$ cat src/rtl/bcd_disp_pkg.sv
// Shared types and constants for the BCD seven-segment display scanner.
// Segment vectors are {a,b,c,d,e,f,g}, active low.
package bcd_disp_pkg;

  typedef logic [6:0] seg7_t;

  localparam seg7_t SEG_BLANK = 7'h7F;
  localparam seg7_t SEG_DASH  = 7'b1111110;

  typedef enum logic [3:0] {
    DC_0     = 4'd0,
    DC_1     = 4'd1,
    DC_2     = 4'd2,
    DC_3     = 4'd3,
    DC_4     = 4'd4,
    DC_5     = 4'd5,
    DC_6     = 4'd6,
    DC_7     = 4'd7,
    DC_8     = 4'd8,
    DC_9     = 4'd9,
    DC_BLANK = 4'd10,
    DC_DASH  = 4'd11
  } digit_code_e;

  typedef enum logic [1:0] {
    ST_IDLE,
    ST_CONVERT,
    ST_COMMIT
  } state_e;

  // BCD nibbles needed to hold any DATA_W-bit unsigned value.
  function automatic int unsigned bcd_n(input int unsigned data_w);
    return (data_w + 2) / 3;
  endfunction

endpackage

$ cat src/rtl/seg7_decoder.sv
// Combinational digit-code to active-low seven-segment decoder.
// Unused codes decode to blank.
module seg7_decoder
  import bcd_disp_pkg::*;
(
  input  logic [3:0] code_i,
  output seg7_t      seg_o
);

  always_comb begin
    seg_o = SEG_BLANK;
    case (code_i)
      DC_0:     seg_o = 7'b0000001;
      DC_1:     seg_o = 7'b1001111;
      DC_2:     seg_o = 7'b0010010;
      DC_3:     seg_o = 7'b0000110;
      DC_4:     seg_o = 7'b1001100;
      DC_5:     seg_o = 7'b0100100;
      DC_6:     seg_o = 7'b0100000;
      DC_7:     seg_o = 7'b0001111;
      DC_8:     seg_o = 7'b0000000;
      DC_9:     seg_o = 7'b0000100;
      DC_DASH:  seg_o = SEG_DASH;
      default:  seg_o = SEG_BLANK;
    endcase
  end

endmodule

$ cat src/rtl/bcd_display_scanner.sv
// Binary-to-BCD (double-dabble, one shift per clock) converter feeding a
// time-multiplexed common-anode seven-segment display; leftmost digit is the sign.
module bcd_display_scanner
  import bcd_disp_pkg::*;
#(
  parameter int unsigned DATA_W      = 8,
  parameter int unsigned DIGITS      = 4,
  parameter int unsigned REFRESH_DIV = 50000,
  parameter int unsigned BLANK_LZ    = 1
) (
  input  logic              clk,
  input  logic              rst_n,
  input  logic              load_i,
  input  logic [DATA_W-1:0] value_i,
  input  logic              signed_i,
  output logic              busy_o,
  output logic              ovf_o,
  output logic [6:0]        seg_o,
  output logic              dp_o,
  output logic [DIGITS-1:0] an_o
);

  localparam int unsigned BCD_N = bcd_n(DATA_W);
  localparam int unsigned BCD_W = 4 * BCD_N;
  localparam int unsigned MAX_N = (BCD_N > DIGITS - 1) ? BCD_N : DIGITS - 1;
  localparam int unsigned CNT_W = $clog2(DATA_W + 1);
  localparam int unsigned REF_W = $clog2(REFRESH_DIV);
  localparam int unsigned IDX_W = $clog2(DIGITS);

  state_e                 state_q, state_d;
  logic [DATA_W-1:0]      mag_q, mag_d;
  logic [BCD_W-1:0]       bcd_q, bcd_d;
  logic                   neg_q, neg_d;
  logic [CNT_W-1:0]       shift_q, shift_d;
  logic [DIGITS-1:0][3:0] disp_q, disp_d;
  logic                   ovf_q, ovf_d;
  logic [REF_W-1:0]       ref_q, ref_d;
  logic [IDX_W-1:0]       idx_q, idx_d;
  logic                   lit_q, lit_d;
  seg7_t                  seg_q, seg_d;
  logic [DIGITS-1:0]      an_q, an_d;

  logic [BCD_W-1:0]       bcd_adj;
  logic [4*MAX_N-1:0]     bcd_ext;
  logic [DIGITS-1:0][3:0] commit_disp;
  logic                   commit_ovf;
  logic [3:0]             code_sel;

  assign bcd_ext = (4 * MAX_N)'(bcd_q);

  always_comb begin
    bcd_adj = bcd_q;
    for (int unsigned i = 0; i < BCD_N; i++) begin
      if (bcd_q[4*i +: 4] >= 4'd5) begin
        bcd_adj[4*i +: 4] = bcd_q[4*i +: 4] + 4'd3;
      end
    end
  end

  // Digit codes for a finished conversion; leading-zero scan runs from the
  // most significant shown digit downward and stops at the first nonzero one.
  always_comb begin
    logic        lead;
    logic [3:0]  nib;
    int unsigned pos;
    lead        = (BLANK_LZ != 0);
    nib         = '0;
    pos         = 0;
    commit_ovf  = 1'b0;
    commit_disp = {DIGITS{4'(DC_BLANK)}};
    for (int unsigned i = DIGITS - 1; i < MAX_N; i++) begin
      if (bcd_ext[4*i +: 4] != 4'd0) commit_ovf = 1'b1;
    end
    for (int unsigned j = 0; j < DIGITS - 1; j++) begin
      pos = DIGITS - 2 - j;
      nib = bcd_ext[4*pos +: 4];
      if (lead && nib == 4'd0 && pos != 0) begin
        commit_disp[pos] = 4'(DC_BLANK);
      end else begin
        commit_disp[pos] = nib;
        lead             = 1'b0;
      end
    end
    commit_disp[DIGITS-1] = neg_q ? 4'(DC_DASH) : 4'(DC_BLANK);
    if (commit_ovf) commit_disp = {DIGITS{4'(DC_DASH)}};
  end

  // COMMIT also accepts a new load so a load in the cycle busy_o falls is kept.
  always_comb begin
    state_d = state_q;
    mag_d   = mag_q;
    bcd_d   = bcd_q;
    neg_d   = neg_q;
    shift_d = shift_q;
    disp_d  = disp_q;
    ovf_d   = ovf_q;
    case (state_q)
      ST_IDLE, ST_COMMIT: begin
        if (state_q == ST_COMMIT) begin
          disp_d  = commit_disp;
          ovf_d   = commit_ovf;
          state_d = ST_IDLE;
        end
        if (load_i) begin
          neg_d   = signed_i & value_i[DATA_W-1];
          mag_d   = neg_d ? ('0 - value_i) : value_i;
          bcd_d   = '0;
          shift_d = '0;
          state_d = ST_CONVERT;
        end
      end
      ST_CONVERT: begin
        {bcd_d, mag_d} = {bcd_adj, mag_q} << 1;
        shift_d        = shift_q + 1'b1;
        if (shift_q == CNT_W'(DATA_W - 1)) state_d = ST_COMMIT;
      end
      default: state_d = ST_IDLE;
    endcase
  end

  always_comb begin
    ref_d = ref_q;
    idx_d = idx_q;
    lit_d = lit_q;
    if (ref_q == REF_W'(REFRESH_DIV - 1)) begin
      ref_d = '0;
      if (!lit_q) begin
        lit_d = 1'b1;
      end else if (idx_q == IDX_W'(DIGITS - 1)) begin
        idx_d = '0;
      end else begin
        idx_d = idx_q + 1'b1;
      end
    end else begin
      ref_d = ref_q + 1'b1;
    end
    an_d = '1;
    if (lit_d) an_d[idx_d] = 1'b0;
    code_sel = lit_d ? disp_d[idx_d] : 4'(DC_BLANK);
  end

  seg7_decoder u_dec (
    .code_i (code_sel),
    .seg_o  (seg_d)
  );

  always_ff @(posedge clk) begin
    if (!rst_n) begin
      state_q <= ST_IDLE;
      mag_q   <= '0;
      bcd_q   <= '0;
      neg_q   <= 1'b0;
      shift_q <= '0;
      disp_q  <= {DIGITS{4'(DC_BLANK)}};
      ovf_q   <= 1'b0;
      ref_q   <= '0;
      idx_q   <= '0;
      lit_q   <= 1'b0;
      seg_q   <= SEG_BLANK;
      an_q    <= '1;
    end else begin
      state_q <= state_d;
      mag_q   <= mag_d;
      bcd_q   <= bcd_d;
      neg_q   <= neg_d;
      shift_q <= shift_d;
      disp_q  <= disp_d;
      ovf_q   <= ovf_d;
      ref_q   <= ref_d;
      idx_q   <= idx_d;
      lit_q   <= lit_d;
      seg_q   <= seg_d;
      an_q    <= an_d;
    end
  end

  assign busy_o = (state_q == ST_CONVERT);
  assign ovf_o  = ovf_q;
  assign seg_o  = seg_q;
  assign dp_o   = 1'b1;
  assign an_o   = an_q;

endmodule

$ cat config.mk
export PLATFORM = sky130hd
export DESIGN_NAME = bcd_display_scanner
export DESIGN_NICKNAME = d
export VERILOG_FILES = /design/src/rtl/bcd_disp_pkg.sv /design/src/rtl/seg7_decoder.sv /design/src/rtl/bcd_display_scanner.sv
export SDC_FILE = /design/constraint.sdc
export NUM_CORES = 1
export LEC_CHECK = 0
export ABC_AREA = 1
export BUFFER_PORTS_ARGS = -buffer_cell sky130_fd_sc_hd__clkbuf_2
export CAP_MARGIN = 10
export CORE_MARGIN = 2
export CORE_UTILIZATION = 60
export CTS_CLUSTER_SIZE = 28
export DETAILED_ROUTE_END_ITERATION = 10
export GPL_ROUTABILITY_DRIVEN = 0
export MAX_ROUTING_LAYER = met4
export PLACE_DENSITY = 0.79
export SYNTH_ARGS = -nofsm -noshare
export SYNTH_HDL_FRONTEND = slang
export SYNTH_HIERARCHICAL = 1
export SYNTH_SLANG_ARGS = --single-unit
$ cat constraint.sdc
create_clock -name clk -period 2.7 [get_ports clk]
set_input_delay 0.27 -clock clk [delete_from_list [all_inputs] [get_ports clk]]
set_output_delay 0.27 -clock clk [all_outputs]
set_load 0.1 [all_outputs]
==> After elaboration in Yosys (flattened, before gate mapping) <==
Memory sizes are Yosys's and may differ from the RTL's. A register that Yosys moved wholly into a read port is not among the register bits.
Cells that the tools add are included.
{ "totals": {"word_cells": 79, "latchBits": 0, "register_bits": 66, "rom_bits": 112, "ramBits": 0, "n_memories": 1, "inputBits": 12} }
{ "mem_list": {"columns": ["name", "depth", "word_bits", "read_ports", "rd_ports_with_merged_regs", "write_ports", "line_no", "rtl"], "rows": [
  ["(no name shown)", 16, 7, 1, 1, 0, "seg7_decoder.sv:12", "case (code_i)"]
]} }
{ "op_classes": {"order_cmp": 5, "n_reduce_logical": 13, "div_mod_pow": 0, "mul": 0, "shifts": 0, "bitwise_logic": 3, "n_mux": 29, "n_eq_ne": 8, "n_addsub": 7} }
{ "ops": {"columns": ["operator", "count"], "rows": [
  ["$mux 16", 2],
  ["$mux 4", 7],
  ["$pmux 12 s2", 1],
  ["$add 16x1->16 const B", 1],
  ["$eq 16x16->1 const B", 1],
  ["$mux 8", 2],
  ["$pmux 8 s2", 1],
  ["$ge 4x3->1 const B", 3],
  ["$mux 12", 1],
  ["$mux 2", 6],
  ["$add 4x2->4 const B", 2],
  ["$bmux 4 s2", 1],
  ["$logic_not 4->1", 2],
  ["$pmux 4 s2", 1],
  ["$reduce_and 2->1", 4],
  ["$sub 1x8->8 const A", 1],
  ["$add 4x1->4 const B", 1],
  ["$eq 2x2->1 const B", 2],
  ["$eq 4x3->1 const B", 1],
  ["$mux 1", 4],
  ["$not 4->4", 1],
  ["$pmux 2 s2", 1],
  ["$reduce_or 2->1", 2],
  ["$add 3x2->3 const B", 1],
  ["15 further kinds", 16]
]} }

==> Depth between registers and ports, before layout <==
Gate-level depths: netlist of the first run.
{ "depth": {"ltp_word": 9, "mapped_depth": 19, "ltp_nobuf": 18} }

==> Hierarchy <==
Netlist of the first run, hierarchy kept.
{ "by_module_without_submodules": {"columns": ["module", "n_inst", "cells_each", "area_each_um2"], "rows": [
  ["bcd_display_scanner", 1, 476, 3445.8],
  ["seg7_decoder", 1, 37, 206.4]
]} }

==> Worst setup path after synthesis of the first run <==
Ideal clock, no wire load.
{ "synth_path": {"path_kind": "reg2reg", "start": "register ref_q[0]", "end": "register seg_q[3], in the netlist seg_o[3]", "path_stages_with_launch": 17, "setup_slack_ns": 0.222, "path_buffers": 1, "t_arrival_ns": 2.354, "period_less_slack_ns": 2.478, "path_cell_list": "dfxtp_1 > ha_1 > nand3_2 > nor2_4 > nand2_2 > nand2_4 > nand2_4 > buf_6 > o21ai_1 > nand2_1 > nand3_1 > inv_1 > ha_1 > nand2_1 > nand3_1 > nand2_1 > or2_2"} }
{ "synth_via": {"elab_chain_len": 5} }
{ "synth_lines": {"columns": ["element", "line_no", "rtl"], "rows": [
  ["start, declared", "bcd_display_scanner.sv:37", "logic [REF_W-1:0] ref_q, ref_d;"],
  ["start signal, assigned", "bcd_display_scanner.sv:169", "ref_q <= ref_d;"],
  ["$eq 16x16->1 *", "bcd_display_scanner.sv:125", "if (ref_q == REF_W'(REFRESH_DIV - 1)) begin"],
  ["$mux 2", "bcd_display_scanner.sv:125", null],
  ["$bmux 4 s2", "bcd_display_scanner.sv:139", "code_sel = lit_d ? disp_d[idx_d] : 4'(DC_BLANK);"],
  ["$mux 4 (not written as such)", "bcd_display_scanner.sv:139", null],
  ["$mux 4 *", "bcd_display_scanner.sv:139", null],
  ["named net code_sel[1]", "bcd_display_scanner.sv:47", "logic [3:0] code_sel;"],
  ["end, declared", "bcd_display_scanner.sv:40", "seg7_t seg_q, seg_d;"]
]} }
Mark *: on every way through the listed nets, which the timed path passes. The rest lies on a longest branch. The select of a mux whose other input is x is not followed.
A chain may end at the register's enable or synchronous reset.

==> Worst setup path in the final report of the first run <==
{ "layout_path": {"start": "register ref_q[0]", "end": "register seg_q[0], in the netlist seg_o[0]"} }
Same word-level chain as after synthesis.

==> results of run 1 <==
[final timing paths]
path                                 to  cells past startpoint                   from
setup / recovery    seg_o[0]$_SDFF_PN1_                     15    ref_q[0]$_SDFF_PP0_
hold / removal    mag_q[0]$_SDFFE_PN0P_                      3             value_i[0]
hold reg to reg   disp_q[13]$_SDFF_PN1_                      2  disp_q[13]$_SDFF_PN1_
setup reg to reg    seg_o[0]$_SDFF_PN1_                     15    ref_q[0]$_SDFF_PP0_
[logic make-up (layout without fill, tap and decap cells)]
family,after synthesis,after routing,synth area share [%]
flip-flops,73,73,40.0
buffers and inverters,80,116,8.87
AND/OR/NAND/NOR,251,252,31.0
XOR/XNOR,6,6,1.44
other,2,2,0.206
AO/OA/AOI/OAI,85,85,13.0
adder cells (fa/ha/maj),16,16,5.48
[power breakdown]
group	internal, mW	total [mW]	switching, mW
Sequential	1.09	1.10	0.0106
Combinational	0.0343	0.134	0.100
Clock	0.573	0.964	0.391
[through the flow]
| stage | instance area, um^2 | util (%) | setup WS (ns) | cells |
|---|---|---|---|---|
| floorplan | 3650 | - | 0.222 | 513 |
| global placement | 3830 | 65.1 | 0.199 | 603 |
| detailed placement | 3830 | 65.1 | 0.0819 | 603 |
| CTS | 4050 | 68.9 | 0.0725 | 619 |
| global route | 4150 | 70.5 | 0.0101 | 625 |
| finish | 4150 | 70.5 | 0.198 | 625 |
[state kept, by name, summed over array words and instances (netlist names)]
| register | count |
|---|---|
| state_q | 2 |
| ref_q | 16 |
| disp_q | 16 |
| seg_o | 7 |
| bcd_ext | 12 |
| neg_q | 1 |
| idx_q | 2 |
| shift_q | 4 |
| lit_q | 1 |
| an_o | 4 |
| mag_q | 8 |
[synthesized netlist by cell type (3+ instances only)]
| cell type | number |
|---|---|
| nor2_2 | 4 |
| dfxtp_1 | 73 |
| inv_2 | 8 |
| nand3_1 | 44 |
| inv_1 | 55 |
| nor2_1 | 36 |
| ha_1 | 16 |
| xor2_1 | 4 |
| o21ai_1 | 3 |
| or2_2 | 15 |
| a31oi_1 | 9 |
| nor3_1 | 13 |
| nand2_2 | 5 |
| o21ai_0 | 27 |
| clkbuf_1 | 5 |
| nand2_1 | 123 |
| buf_2 | 6 |
| o21a_1 | 6 |
| a21oi_1 | 35 |
[per-layer routing]
| layer | global-route usage [%] | wire [um] | vias up |
|---|---|---|---|
| met5 | - | 0 | - |
| met4 | 11.2 | 153 | 0 |
| met3 | 5.38 | 351 | 16 |
| met2 | 38.9 | 3520 | 92 |
| met1 | 29.2 | 3570 | 1489 |
| li1 | - | - | 1711 |
[worst register-to-register path, cell delays in order, from the launching register on]
cell     delay [ns]
dfxtp_1        0.35
ha_2           0.22
nand3_4        0.10
nor2_4         0.15
nand2_4        0.10
nand2_4        0.12
nand2_4        0.09
nand2_1        0.07
o21ai_1        0.06
nand2_1        0.10
nand3_2        0.10
buf_4          0.17
ha_1           0.19
o21ai_0        0.19
nand3_1        0.08
or2_2          0.29
[final cells by class]
cell class | count | share of cell area (%)
Inverter | 66 | 6.00
Clock inverter | 2 | 1.45
Sequential cell | 73 | 35.2
Multi-Input combinational cell | 361 | 46.4
Clock buffer | 14 | 3.92
Timing Repair Buffer | 34 | 4.77
Tap cell | 75 | 2.26
[timing repair]
| item | 4_1_cts | 5_1_grt |
|---|---|---|
| resized for setup | 0 | 12 |
| endpoints found under the setup margin | 0 | 7 |
| buffers inserted | 0 | 5 |
==> out/qor.txt, run 1 <==
status = complete, no violations
hold_buf cts = 0
yosys warns = 6
Maximum Capacitance Violations = 0
Layout Skew = 0.00729 ns
Async S/R FF share, synth = 0%
post-route ant nets = 0
Pleak = 1.72 nW
vias in the first global route = 2872
worst vdd ir = 325 uV
#FFs+latches synth = 73
PortBufs = 23
class of the worst hold path = in2reg
endpoints failing setup = 0
Power Density = 531 mW/mm^2
global route total overflow = 0
area of the multi-input gates = 0.00192 mm^2
row cnt = 28
largest net degree at the start of global routing = 24
CP top delay family = simple AND/OR/NAND/NOR gates
Mapped Area = 0.00365 mm^2
CTS root buffer = clkbuf_8
Die Ht = 82.0 um
Required @ worst endpoint = 2.94 ns
CP peak stage delay = 0.35 ns
Mapped Avg Cell Area = 7.12 um^2
synthesized instance count = 513
Setup CP Type = reg2reg
TritonCTS Sinks = 73
DP Wirelength = 5060 um
Die ar. = 0.00673 mm^2
via count = 3308
Synthesized Nets = 541
first-pass GRT wire length = 12300 um
clock slew at reported path FFs = 0.07 ns
top_reg_cell synth = dfxtp_1
initial core utilization = 62.1%
total wire length = 7600 um
DRC Markers = 0
clk_lat worst skew = 0.35 ns
Bufs and invs on worst path = 1
EDFF count, synth = 0
Worst-Margin Slew = 0.706 ns
Pre-antenna DRT Iters = 5
WHS = 0.168 ns
Worst slew margin = 52.8%
CP Data Arrival Time = 2.74 ns
crit start category = register
ratio of cells with drive above 1 in the final layout = 17.8%
Tmin final = 2.50 ns
Filler Cells Inserted = 494
per-cell routed wire length = 12.2 um
final hold vios = 0
I/O Pins = 26
leading area contributor after synthesis = dfxtp_1
most frequent cells in the layout = nand2_1, dfxtp_1, inv_1
Num CTS Buffers = 9
CP Cell Sequence = ha_2, nand3_4, nor2_4, nand2_4, nand2_4, nand2_4, nand2_1, o21ai_1, nand2_1, nand3_2, buf_4, ha_1, o21ai_0, nand3_1, or2_2
sequential area share after synthesis = 40.0%
commonest non-fill, non-tap cell in the layout = nand2_1
Detailed Route Iter0 Violations = 184
area share of the largest cell type after synthesis = 40.0%
initial antenna violation count = 0
main area contributors after synthesis = dfxtp_1, nand2_1, nand3_1
crit path max-delay cell type = dfxtp_1
fin crit share = 92.7%
worst reg-to-reg setup slack = 0.20 ns
cell repeated most along the worst path = nand2_4
CP Capture Type = register
CTS H-tree lvls = 3
DIE WIDTH = 82.0 um
TritonCTS clock tree = done
clock buffer depth = 2
Max Slew Vio Count = 0
area growth from synthesis to layout = 13.6%
RSZ-0062 raised after global routing = false
Design Power = 2.20 mW
core area = 0.00589 mm^2
ant diodes = 0
Max Freq = 0.400 GHz
nets = 573
post-synthesis cell type count = 37
Sequential cell area = 0.00146 mm^2
all-layer global routing usage = 24.3%
vias per inst = 5.29
setup_tns = 0 ns
crit path max fanout = 7
Power figures use the tool's default switching activity.
==> inputs of run 2 (changes only) <==
--- a/config.mk
+++ b/config.mk
@@ -9,12 +9,12 @@
 export BUFFER_PORTS_ARGS = -buffer_cell sky130_fd_sc_hd__clkbuf_2
 export CAP_MARGIN = 10
 export CORE_MARGIN = 2
-export CORE_UTILIZATION = 60
+export CORE_UTILIZATION = 62
 export CTS_CLUSTER_SIZE = 28
 export DETAILED_ROUTE_END_ITERATION = 10
 export GPL_ROUTABILITY_DRIVEN = 0
 export MAX_ROUTING_LAYER = met4
-export PLACE_DENSITY = 0.79
+export PLACE_DENSITY = 0.82
 export SYNTH_ARGS = -nofsm -noshare
 export SYNTH_HDL_FRONTEND = slang
 export SYNTH_HIERARCHICAL = 1
==> constraint.sdc (replaced) <==
create_clock -name clk -period 3 [get_ports clk]
set_input_delay 0.3 -clock clk [delete_from_list [all_inputs] [get_ports clk]]
set_output_delay 0.3 -clock clk [all_outputs]
set_load 0.1 [all_outputs]
==> out/qor.txt, run 2 (synthesized netlist as in run 1, its figures left out) <==
status = complete, no violations
Max Slew Vio Count = 0
Post-Place Worst Slack = 0.383 ns
hold_buf cts = 0
global route total overflow = 0
initial antenna violation count = 0
Layout Skew = 0.00650 ns
commonest non-fill, non-tap cell in the layout = nand2_1
area growth from synthesis to layout = 12.0%
Die ar. = 0.00652 mm^2
Worst Setup EP = seg_o[6]$_SDFF_PN1_
Detailed Route Iter0 Violations = 222
Setup crit start = ref_q[0]$_SDFF_PP0_
DRC Markers = 0
Placement Cell Area = 0.00381 mm^2
clock slew at reported path FFs = 0.08 ns
class of the worst hold path = in2reg
clock buffer depth = 2
Tmin final = 2.73 ns
vias per inst = 5.40
initial core utilization = 65.1%
WHS = 0.195 ns
CTS H-tree lvls = 3
largest net degree at the start of global routing = 36
hold path depth = 3
cts repair resizes = 0
post-route ant nets = 0
via count = 3314
CP Data Arrival Time = 2.97 ns
setup_tns = 0 ns
I/O Pins = 26
Num CTS Buffers = 9
crit path max fanout = 14
endpoints failing setup = 0
post-CTS setup buffers = 0
nets = 565
row cnt = 27
core area = 0.00561 mm^2
Setup CP Type = reg2reg
Die Ht = 80.8 um
PortBufs = 23
Max Freq = 0.366 GHz
Power Density = 529 mW/mm^2
vias in the first global route = 3132
crit start category = register
CP Capture Type = register
Required @ worst endpoint = 3.24 ns
worst reg-to-reg setup slack = 0.27 ns
Maximum Capacitance Violations = 0
TritonCTS Sinks = 73
per-cell routed wire length = 12.2 um
TritonCTS clock tree = done
most frequent cells in the layout = nand2_1, dfxtp_1, inv_1
DP Wirelength = 5190 um
Pre-antenna DRT Iters = 4
total wire length = 7510 um
first-pass GRT wire length = 13200 um
fin worst setup slack = 0.266 ns
Worst-Margin Slew = 0.692 ns
final hold vios = 0
all-layer global routing usage = 26.5%
ratio of cells with drive above 1 in the final layout = 15.7%
clk_lat worst skew = 0.35 ns
Pleak = 1.70 nW
RSZ-0062 raised after global routing = false
fin crit share = 91.1%
Design Power = 2.16 mW
RR Startpoint = ref_q[0]$_SDFF_PP0_
worst-case reg-to-reg path depth = 13
Finished Cell Area = 0.00409 mm^2
Worst R2R End = seg_o[6]$_SDFF_PN1_
CTS root buffer = clkbuf_8
worst vdd ir = 361 uV
ant diodes = 0
Worst slew margin = 53.8%
DIE WIDTH = 80.8 um
==> run 2: cell count changes in the layout (fill, tap and decap cells not counted), moves of 2 or more <==
| cell | change |
|---|---|
| nand3_4 | -2 |
| a21oi_1 | +2 |
| nand3_1 | +2 |
| inv_1 | +2 |
| bufinv_16 | +2 |
| clkbuf_1 | -3 |
| buf_4 | -7 |
| inv_2 | -2 |
==> run 2: worst min-delay path by stage <==
stage                          start               endpoint
5_1_grt                   value_i[0]  mag_q[0]$_SDFFE_PN0P_
3_3_place_gp   disp_q[15]$_SDFF_PN1_  disp_q[15]$_SDFF_PN1_
3_5_place_dp   disp_q[15]$_SDFF_PN1_  disp_q[15]$_SDFF_PN1_
4_1_cts                   value_i[0]  mag_q[0]$_SDFFE_PN0P_
2_1_floorplan  disp_q[13]$_SDFF_PN1_  disp_q[13]$_SDFF_PN1_
6_report                  value_i[0]  mag_q[0]$_SDFFE_PN0P_
==> run 2: stage by stage <==
stage | utilization (%) | cells
after global routing | 72.9 | 614
after floorplan | - | 513
after global placement | 68.0 | 598
after CTS | 72.9 | 614
after detailed placement | 68.0 | 598
final | 72.9 | 614
==> run 2: per-layer routing <==
| metal | track usage, % | up-vias | routed length, um | share of wire, % |
|---|---|---|---|---|
| met5 | - | - | 0 | 0 |
| met4 | 10.0 | 0 | 159 | 2.1 |
| met3 | 6.00 | 21 | 311 | 4.1 |
| met2 | 45.9 | 78 | 3650 | 49 |
| met1 | 29.9 | 1520 | 3380 | 45 |
| li1 | - | 1695 | - | - |
==> run 2: layout make-up <==
cell class / instances / area [um^2]
fill: 459 / 1520
clock inverter: 5 / 125
timing repair buffer: 27 / 145
sequential: 73 / 1460
tap: 72 / 90.1
clock buffer: 11 / 151
inverter: 66 / 249
multi-input combinational: 360 / 1870
==> run 2: power by group <==
part,total (mW),internal [mW],switching (mW)
Clock,1.05,0.681,0.370
Combinational,0.119,0.0312,0.0881
Sequential,0.993,0.984,0.00908
Total,2.16,1.70,0.467
==> run 2: critical path: stages (launching register included) <==
cell	delay [ns]
dfxtp_1	0.36
ha_1	0.22
nand3_2	0.13
nor2_4	0.15
nand3_2	0.15
nand2_4	0.19
nand2_1	0.08
nand2_1	0.08
nand2_1	0.08
a21oi_1	0.55
nand2_1	0.14
nand3_1	0.12
nand2_1	0.08
or2_2	0.30
==> inputs of run 3 (changes only) <==
--- a/config.mk
+++ b/config.mk
@@ -15,6 +15,7 @@
 export GPL_ROUTABILITY_DRIVEN = 0
 export MAX_ROUTING_LAYER = met4
 export PLACE_DENSITY = 0.82
+export RECOVER_POWER = 50
 export SYNTH_ARGS = -nofsm -noshare
 export SYNTH_HDL_FRONTEND = slang
 export SYNTH_HIERARCHICAL = 1
==> out/qor.txt, run 3 (synthesized netlist as in run 1, its figures left out) <==
post-CTS setup buffers = 0
Pre-antenna DRT Iters = 6
post-route ant nets = 0
DP Wirelength = 5190 um
Power Density = 531 mW/mm^2
DRC Markers = 0
Detailed Route Iter0 Violations = 206
ratio of cells with drive above 1 in the final layout = 13.1%
Post-Layout Cell Count = 614
CTS H-tree lvls = 3
Worst-Margin Slew = 1.17 ns
clock slew at reported path FFs = 0.08 ns
final hold vios = 0
Layout Skew = 0.00545 ns
vias per inst = 5.39
per-cell routed wire length = 12.2 um
initial core utilization = 65.1%
core area = 0.00561 mm^2
Tmin final = 2.72 ns
cts repair resizes = 0
clk_lat worst skew = 0.35 ns
largest net degree at the start of global routing = 36
Placement Cell Area = 0.00381 mm^2
endpoints failing setup = 0
worst vdd ir = 361 uV
nets = 565
DIE WIDTH = 80.8 um
TritonCTS Sinks = 73
hold_buf cts = 0
total wire length = 7510 um
row cnt = 27
Max Freq = 0.368 GHz
PortBufs = 23
commonest non-fill, non-tap cell in the layout = nand2_1
Die ar. = 0.00652 mm^2
class of the worst hold path = in2reg
clock buffer depth = 2
CTS root buffer = clkbuf_8
CP Data Arrival Time = 2.96 ns
most frequent cells in the layout = nand2_1, dfxtp_1, inv_1
global route total overflow = 0
Design Power = 2.16 mW
Num CTS Buffers = 9
ant diodes = 0
CP Capture Type = register
status = complete, no violations
all-layer global routing usage = 26.5%
crit start category = register
TritonCTS clock tree = done
fin crit share = 90.7%
CP peak stage delay = 0.36 ns
Bufs and invs on worst path = 1
Finished Cell Area = 0.00407 mm^2
via count = 3309
RSZ-0062 raised after global routing = false
cell repeated most along the worst path = nand2_1
first-pass GRT wire length = 13200 um
crit path max-delay cell type = dfxtp_1
Die Ht = 80.8 um
I/O Pins = 26
Post-Place Cells = 598
setup_tns = 0 ns
Max Slew Vio Count = 0
Setup CP Type = reg2reg
Pleak = 1.67 nW
area growth from synthesis to layout = 11.5%
crit path max fanout = 14
WHS = 0.191 ns
Required @ worst endpoint = 3.24 ns
CP Cell Sequence = ha_1, nand3_2, nor2_4, nand2_2, nand2_4, nand2_4, o21ai_1, nand2_1, nand3_1, inv_1, ha_1, nand2_1, nand3_1, nand2_1, or2_2
initial antenna violation count = 0
Maximum Capacitance Violations = 0
vias in the first global route = 3132
CP top delay family = simple AND/OR/NAND/NOR gates
Worst slew margin = 22.3%
## run 3: cell counts in the layout (fill, tap and decap cells not counted)
No cell type changed its count.
## run 3: layout make-up
cell class / count / area, um^2
tap: 72 / 90.1
inverter: 66 / 249
multi-input combinational: 360 / 1860
sequential: 73 / 1460
clock inverter: 5 / 125
fill: 466 / 1540
timing repair buffer: 27 / 131
clock buffer: 11 / 151
## run 3: worst paths after layout
| check | slack (ns) | endpoint | depth (start not counted) | startpoint |
|---|---|---|---|---|
| setup reg to reg | 0.28 | seg_o[3]$_SDFF_PN1_ | 15 | ref_q[0]$_SDFF_PP0_ |
| hold reg to reg | 0.43 | disp_q[15]$_SDFF_PN1_ | 2 | disp_q[15]$_SDFF_PN1_ |
| hold / removal | 0.19 | mag_q[0]$_SDFFE_PN0P_ | 3 | value_i[0] |
| setup / recovery | 0.28 | seg_o[3]$_SDFF_PN1_ | 15 | ref_q[0]$_SDFF_PP0_ |
## run 3: stage by stage
step	setup WS (ns)	utilization, %
finish	0.280	72.6
detailed placement	0.383	68.0
global placement	0.451	68.0
global route	0.0227	72.6
CTS	0.309	72.9
floorplan	0.522	-
## run 3: worst min-delay path, cell delays in order
cell	delay, ns
clkbuf_2	0.09
nand2_1	0.06
a21oi_1	0.05
## run 3: where the power goes
| part | internal, mW | leakage (nW) | total (mW) | switching, mW |
|---|---|---|---|---|
| Clock | 0.681 | 0.140 | 1.05 | 0.368 |
| Sequential | 0.984 | 0.591 | 0.993 | 0.00891 |
| Combinational | 0.0309 | 0.941 | 0.119 | 0.0880 |
## run 3: routing by layer
layer | global-route usage [%] | vias up | part of all wire, %
li1 | - | 1691 | -
met1 | 29.9 | 1521 | 46
met2 | 45.9 | 78 | 48
met3 | 6.00 | 19 | 3.8
met4 | 10.0 | 0 | 2.0
met5 | - | - | 0
